`src/rtl/pc_pkg.sv`:
```
// pc_pkg: definitions shared by the program counter, the fetch unit and the
// return-address stack.
//   ADDR_W    : program-counter / address width in bits
//   addr_t    : address type (logic [ADDR_W-1:0])
//   RAS_DEPTH : default number of return-address stack entries
package pc_pkg;

  localparam int ADDR_W    = 16;
  localparam int RAS_DEPTH = 8;

  typedef logic [ADDR_W-1:0] addr_t;

endpackage

```
`src/rtl/ras_regfile.sv`:
```
// ras_regfile: DEPTH x WIDTH register array for the return-address stack.
// It has one synchronous write port and one combinational read port. The
// storage is not reset because stack contents are don't-care until pushed.
// Ports:
//   clk   in  clock, write on rising edge
//   we    in  write enable
//   waddr in  write index
//   wdata in  write data
//   raddr in  read index
//   rdata out entry at raddr (combinational)
module ras_regfile #(
  parameter int  WIDTH = 16,
  parameter int  DEPTH = 8,
  localparam int AW    = $clog2(DEPTH)
) (
  input  logic             clk,
  input  logic             we,
  input  logic [AW-1:0]    waddr,
  input  logic [WIDTH-1:0] wdata,
  input  logic [AW-1:0]    raddr,
  output logic [WIDTH-1:0] rdata
);

  logic [WIDTH-1:0] mem [DEPTH];

  always_ff @(posedge clk) begin
    if (we) begin
      mem[waddr] <= wdata;
    end
  end

  // DEPTH is a power of two, so every raddr value selects a real entry.
  assign rdata = mem[raddr];

endmodule

```
`src/rtl/return_addr_stack.sv`:
```
// return_addr_stack: hardware return-address stack beside the program counter.
// A call pushes PC+1. A return pops, and tos_addr feeds the PC parallel-load
// input in the same cycle.
// Configuration macro: RSTACK_WRAP_EN. When it is defined, a push while full
// overwrites the oldest entry in circular order. Otherwise that push is
// rejected. Either way, overflow is set.
// Ports:
//   clk, rst   clock; synchronous active-high reset
//   push       call: store push_addr on top
//   pop        return: drop top entry (push+pop together replaces top)
//   push_addr  return address to save
//   clr_err    clear sticky flags (a new error in the same cycle wins)
//   tos_addr   top-of-stack value, 0 when empty
//   tos_valid  stack non-empty
//   full       count == DEPTH
//   count      number of valid entries
//   overflow   sticky: push attempted while full
//   underflow  sticky: pop attempted while empty
module return_addr_stack
  import pc_pkg::*;
#(
  parameter int  WIDTH = ADDR_W,
  parameter int  DEPTH = RAS_DEPTH,
  localparam int PTR_W = $clog2(DEPTH),
  localparam int CNT_W = $clog2(DEPTH + 1)
) (
  input  logic             clk,
  input  logic             rst,
  input  logic             push,
  input  logic             pop,
  input  logic [WIDTH-1:0] push_addr,
  input  logic             clr_err,
  output logic [WIDTH-1:0] tos_addr,
  output logic             tos_valid,
  output logic             full,
  output logic [CNT_W-1:0] count,
  output logic             overflow,
  output logic             underflow
);

  logic [PTR_W-1:0] ptr_q, ptr_d;
  logic [CNT_W-1:0] count_q, count_d;
  logic             overflow_q, overflow_d;
  logic             underflow_q, underflow_d;

  logic             is_empty;
  logic             is_full;
  logic             ovf_evt;
  logic             unf_evt;
  logic             wr_en;
  logic [PTR_W-1:0] wr_addr;
  logic [PTR_W-1:0] top_idx;
  logic [WIDTH-1:0] rd_data;

  assign is_empty = (count_q == '0);
  assign is_full  = (count_q == CNT_W'(DEPTH));
  // ptr points at the next free slot, so the top entry sits just below it.
  assign top_idx  = ptr_q - PTR_W'(1);

  always_comb begin
    ptr_d   = ptr_q;
    count_d = count_q;
    wr_en   = 1'b0;
    wr_addr = ptr_q;
    ovf_evt = 1'b0;
    unf_evt = 1'b0;

    if (push && pop && !is_empty) begin
      // Replace the top entry. Depth is unchanged.
      wr_en   = 1'b1;
      wr_addr = top_idx;
    end else if (push) begin
      // This branch also covers push+pop on an empty stack, which acts as a
      // plain push and does not raise underflow.
      if (!is_full) begin
        wr_en   = 1'b1;
        ptr_d   = ptr_q + PTR_W'(1);
        count_d = count_q + CNT_W'(1);
      end else begin
        ovf_evt = 1'b1;
`ifdef RSTACK_WRAP_EN
        // When full, ptr equals the oldest slot. Overwrite it and advance.
        wr_en   = 1'b1;
        ptr_d   = ptr_q + PTR_W'(1);
`else
        wr_en   = 1'b0;
`endif
      end
    end else if (pop) begin
      if (!is_empty) begin
        ptr_d   = top_idx;
        count_d = count_q - CNT_W'(1);
      end else begin
        unf_evt = 1'b1;
      end
    end

    // Set wins over clear.
    overflow_d  = (overflow_q  & ~clr_err) | ovf_evt;
    underflow_d = (underflow_q & ~clr_err) | unf_evt;
  end

  always_ff @(posedge clk) begin
    if (rst) begin
      ptr_q       <= '0;
      count_q     <= '0;
      overflow_q  <= 1'b0;
      underflow_q <= 1'b0;
    end else begin
      ptr_q       <= ptr_d;
      count_q     <= count_d;
      overflow_q  <= overflow_d;
      underflow_q <= underflow_d;
    end
  end

  ras_regfile #(
    .WIDTH(WIDTH),
    .DEPTH(DEPTH)
  ) u_regfile (
    .clk  (clk),
    .we   (wr_en & ~rst),
    .waddr(wr_addr),
    .wdata(push_addr),
    .raddr(top_idx),
    .rdata(rd_data)
  );

  assign tos_addr  = is_empty ? '0 : rd_data;
  assign tos_valid = ~is_empty;
  assign full      = is_full;
  assign count     = count_q;
  assign overflow  = overflow_q;
  assign underflow = underflow_q;

endmodule
```
`config.mk`:
```
export PLATFORM = sky130hd
export DESIGN_NAME = return_addr_stack
export DESIGN_NICKNAME = d
export VERILOG_FILES = /design/src/rtl/pc_pkg.sv /design/src/rtl/ras_regfile.sv /design/src/rtl/return_addr_stack.sv
export SDC_FILE = /design/constraint.sdc
export NUM_CORES = 1
export LEC_CHECK = 0
export ABC_CLOCK_PERIOD_IN_PS = 5400
export CAP_MARGIN = 25
export CELL_PAD_IN_SITES_DETAIL_PLACEMENT = 2
export CELL_PAD_IN_SITES_GLOBAL_PLACEMENT = 2
export CORE_MARGIN = 5
export CORE_UTILIZATION = 34
export CTS_CLUSTER_DIAMETER = 40
export DETAILED_ROUTE_END_ITERATION = 7
export PLACE_DENSITY = 0.73
export SKIP_CTS_REPAIR_TIMING = 1
export SLEW_MARGIN = 20
export SYNTH_ARGS = -nofsm -noshare
export SYNTH_HDL_FRONTEND = slang
export SYNTH_SLANG_ARGS = --single-unit
```
`constraint.sdc`:
```
create_clock -name clk -period 5.4 [get_ports clk]
set_input_delay 0.54 -clock clk [delete_from_list [all_inputs] [get_ports clk]]
set_output_delay 0.54 -clock clk [all_outputs]
set_load 0.03 [all_outputs]
```
* Word-level counts from Yosys, hierarchy flattened *
Memory sizes are Yosys's and may differ from the RTL's.
Index checks and enable logic that the tools add are counted.

storage, ports and cells
  output and inout bits = 24
  word-level logic and storage cells = 49
  memories = 1
  memory bits (writable) = 128
  register bits after elaboration = 9

cells by class
  add/sub/neg operators = 4
  bitwise logic cells = 9
  muxes and demuxes = 22
  equality and inequality tests = 3
  reductions and logical operators = 6

memory list
  memory         depth  width  rd ports  clocked after memory_dff  wr ports  RTL line           source
  u_regfile.mem  8      16     1         0                         1         ras_regfile.sv:24  logic [WIDTH-1:0] mem [DEPTH];

operator list
  kind                                                                count
  16-bit two-way mux                                                  1
  4-bit two-way mux                                                   4
  3-bit two-way mux                                                   5
  1-bit two-way mux                                                   12
  4-bit by 1-bit adder with 4-bit output, second input constant       1
  4-bit equality test, second input constant                          1
  4-bit zero test                                                     1
  2-bit inequality test, second input constant                        2
  1-bit inverter                                                      4
  4-bit AND reduction                                                 1
  4-bit by 1-bit subtractor with 4-bit output, second input constant  1
  3-bit by 1-bit adder with 3-bit output, second input constant       1
  1-bit AND                                                           3
  3-bit by 1-bit subtractor with 3-bit output, second input constant  1
  1-bit logical AND                                                   2
  1-bit bitwise OR                                                    2
  2-bit nonzero test                                                  1
  1-bit zero test                                                     1

* Longest topological paths before layout *
  depth after elaboration = 7
  gate-level depth with buffers = 10

* Cells and area by module *
Synthesis repeated with hierarchy kept, for this count alone.

unflattened totals
  cells, all modules = 289
  area total of the unflattened synthesis = 5703.0 um2

by module, submodules not included
  module             area an instance (um2)  cells an instance  instances  sequential area each (um2)
  ras_regfile        4973.5                  198                1          3843.7
  return_addr_stack  729.4                   91                 1          180.2

* Worst setup path after synthesis *
OpenSTA, ideal clock, no wires.

  kind = flip-flop to flip-flop
  start = register ptr_q[0]
  end = memory u_regfile.mem[4][0], enable pin
  stages on the path, launching flop included = 11
  setup time = 0.388 ns
  data arrival time = 2.527 ns
  setup slack = 2.485 ns
  path through = dfxtp_1 -> buf_4 -> buf_4 -> inv_1 -> ha_1 -> buf_2 -> buf_2 -> nand2_1 -> nor4_1 -> a31oi_1 -> nor2_1

on the way
  longest elaborated chain between the ends = 2

RTL lines
  element                                      RTL line                  source
  start: declaration                           return_addr_stack.sv:41   logic [PTR_W-1:0] ptr_q, ptr_d;
  start signal: assignment                     return_addr_stack.sv:110  ptr_q <= ptr_d;
  3-bit by 1-bit subtractor with 3-bit output  return_addr_stack.sv:58   assign top_idx = ptr_q - PTR_W'(1);
  3-bit two-way mux *                          return_addr_stack.sv:68   if (push && pop && !is_empty) begin
  end: declaration                             ras_regfile.sv:24

Every way passes the cells marked *; elsewhere a longest branch is shown, timed or not.

* Worst setup path after layout *
  start = register ptr_q[1]
  end = output tos_addr[14]

on the way
  longest elaborated chain between the ends = 3

RTL lines
  element                                      RTL line                  source
  3-bit by 1-bit subtractor with 3-bit output  return_addr_stack.sv:58
  memory 8 x 16 bit                            n/a
  16-bit two-way mux                           return_addr_stack.sv:129  assign tos_addr = is_empty ? '0 : rd_data;
  end: declaration                             return_addr_stack.sv:33   output logic [WIDTH-1:0] tos_addr,

Every way passes these cells.

==> results.sh <==
export IMPL_wire_per_inst_um=23.3
export IMPL_drv_cap=0
export IMPL_dieArea_um2=19500
export IMPL_max_freq_ghz=0.256
export IMPL_ios=45
export IMPL_slowest_delay_ps=740
export IMPL_path_clk_slew_ps=60
export IMPL_die_h_um=140
export IMPL_synth_nets=358
export IMPL_core_area_um2=16500
export IMPL_crit_chain="inv_1, ha_1, xor2_1, buf_4, nand2_1, a21oi_1, clkdlybuf4s50_1"
export IMPL_synthCells=332
export IMPL_pre_cts_ws_ps=1940
export IMPL_r2r_end="u_regfile.mem[6][12]$_DFFE_PP_"
export IMPL_hold_viol_final=0
export IMPL_synthFlopType="edfxtp_1"
export IMPL_vias=3272
export IMPL_ir_drop_mv=0.368
export IMPL_fin_skew_ps=12.1
export IMPL_synth_enable_flop_cells=128
export IMPL_diodes=0
export IMPL_synth_largest_area_cell="edfxtp_1"
export IMPL_hold_path_class="register to register"
export IMPL_p_leak_nw=2.24
export IMPL_synthTopCellsByArea="edfxtp_1, mux4_2, dfxtp_1, nand2_1, a21oi_1"
export IMPL_power_density_nw_per_um2=631
export IMPL_antenna_found_initial=0
export IMPL_synth_async_sr_flop_share_pct=0
export IMPL_tritoncts="yes"
export IMPL_grt_overflow=0
export IMPL_period_share_pct=72.3
export IMPL_setup_ws_ps=1500
export IMPL_rr_worst_depth=6
export IMPL_gp_congestion=0.762
export IMPL_num_rows=47
export IMPL_crit_type="register to primary output"
export IMPL_reg2reg_from="count[2]$_SDFFE_PP0P_"
export IMPL_initial_core_util_pct=34.5
export IMPL_crit_end="tos_addr[14]"
export IMPL_grt_pass1_vias=3637
export IMPL_worstPathRequired_ps=4860
export IMPL_syn_area_um2=5700
export IMPL_nFillCells=1554
export IMPL_fin_crit_ps=3900
export IMPL_synth_cell_types=43
export IMPL_finalSetupTns_ps=0
export IMPL_synth_seq_cells=137
export IMPL_worstMarginPinSlew_ps=976
export IMPL_drc=0
export IMPL_critPathLaunch="ptr_q[1]$_SDFFE_PP0P_"
export IMPL_path_max_fanout=11
export IMPL_hold_slack_ps=513
export IMPL_syn_avg_cell_area_um2=17.2
export IMPL_fp_dieW_um=140
export IMPL_final_nets=418
export IMPL_synthToLayoutAreaGrowth_pct=22.8
export IMPL_insertion_delay_ps=420
export IMPL_ant_nets=0
export IMPL_status="finished clean"
export IMPL_drt_iter0_markers=194
export IMPL_cts_root_buf="clkbuf_16"
export IMPL_synth_seq_area_share_pct=70.6
export IMPL_critPathLaunchType="register"
export IMPL_yosysWarnings=0
export IMPL_clockBufferDepth=2
export IMPL_final_common_cell="edfxtp_1"
export IMPL_vias_per_cell=5.24
export IMPL_clock_sinks=137
export IMPL_slew_headroom_pct=34.7
export IMPL_drt_pass1_iter_count=4
export IMPL_cts_buffers=17
export IMPL_rrSetupSlack_ps=2000
export IMPL_port_buffer_count=44
export IMPL_mostFrequentLayoutCells="edfxtp_1, clkdlybuf4s50_1, nand2_1"
export IMPL_finalSetupViolCount=0
export IMPL_synth_top_area_share_pct=67.4
export IMPL_endpoint_kind="primary output"
export IMPL_critPathSlowestCell="clkdlybuf4s50_1"
export IMPL_drive_above_1_share_pct=21.2
export IMPL_dpl_hpwl_mm=9.04
export IMPL_grt_usage_pct=15.7
export IMPL_drv_slew=0
export IMPL_grt_pass1_wl_mm=22.7
export IMPL_wl_mm=14.5
export IMPL_fin_total_pwr_mw=4.42
export IMPL_rsz0062_at_grt="no"
export IMPL_crit_arrival_ps=3360
export IMPL_grt_max_degree=37
export IMPL_cts_max_level=4
-- stage by stage --
step / instance area, um^2 / instances / util [%]
after CTS: 7000 / 625 / 42.4
final: 7000 / 625 / 42.4
after global routing: 7000 / 625 / 42.4
after detailed placement: 6430 / 593 / 38.9
after floorplan: 5700 / 332 / -
after global placement: 6430 / 593 / 38.9
-- worst min-delay path by stage --
stage | start | to | slack (ps) | depth (start not counted)
CTS | overflow$_SDFF_PP0_ | overflow$_SDFF_PP0_ | 530 | 2
global route | overflow$_SDFF_PP0_ | overflow$_SDFF_PP0_ | 550 | 2
detailed placement | overflow$_SDFF_PP0_ | overflow$_SDFF_PP0_ | 510 | 2
finish | overflow$_SDFF_PP0_ | overflow$_SDFF_PP0_ | 510 | 2
floorplan | ptr_q[1]$_SDFFE_PP0P_ | ptr_q[1]$_SDFFE_PP0P_ | 560 | 2
global placement | overflow$_SDFF_PP0_ | overflow$_SDFF_PP0_ | 480 | 2
-- logic make-up (layout without fill, tap and decap cells) --
kind of cell | count (synthesis) | in the layout | synth area share, %
buffers and inverters | 25 | 98 | 2.26
adder cells (fa/ha/maj) | 5 | 5 | 1.23
AO/OA/AOI/OAI | 41 | 41 | 4.56
AND/OR/NAND/NOR | 84 | 84 | 7.13
multiplexers | 37 | 37 | 13.8
flip-flops | 137 | 137 | 70.6
XOR/XNOR | 3 | 3 | 0.461
-- state kept, by name (all words and copies together), names as in the netlist --
register and flops:
underflow 1, count 4, u_regfile.mem 128, ptr_q 3
overflow 1
-- routing by layer --
metal	part of all wire, %	up-vias	global-route usage [%]
met5	0	-	0
met4	0.68	0	3.91
met3	4.6	12	4.08
met2	52	83	26.7
met1	43	1743	20.0
li1	-	1434	-
-- final cells by class --
class / count / area [um^2] / share of cell area [%]
inverter: 8 / 30.0 / 0.429
clock buffer: 17 / 425 / 6.07
sequential: 137 / 4030 / 57.5
multi-input combinational: 170 / 1560 / 22.3
clock inverter: 15 / 144 / 2.05
tap: 220 / 275 / 3.93
timing repair buffer: 58 / 546 / 7.79
-- synthesized netlist by cell type (2+ instances only) --
library cell,number
nand2b_1,5
o21ai_0,3
a21oi_1,19
buf_2,7
clkbuf_1,4
inv_1,7
nor2b_1,4
buf_4,5
a31oi_1,5
nand2_1,34
nor3_1,6
dfxtp_1,9
nand3_1,2
nor4_1,7
ha_1,4
mux4_2,32
edfxtp_1,128
o31ai_1,2
xnor2_1,2
mux2_4,3
o21ai_1,2
nor2_1,21
-- where the power goes --
part | total (mW) | switching (mW) | internal [mW] | leakage [nW]
clock | 1.12 | 0.478 | 0.641 | 0.262
combinational | 1.95 | 1.18 | 0.773 | 0.752
sequential | 1.34 | 0.0708 | 1.27 | 1.23
-- critical path: cells and delay by family (launching register included) --
kind	cells	cell delay, ps
AO/OA/AOI/OAI	1	270
adder cells (fa/ha/maj)	1	300
XOR/XNOR	1	640
buffers and inverters	3	1200
flip-flops	1	430
AND/OR/NAND/NOR	1	80
Note: power is estimated with default switching activity, not from simulation.
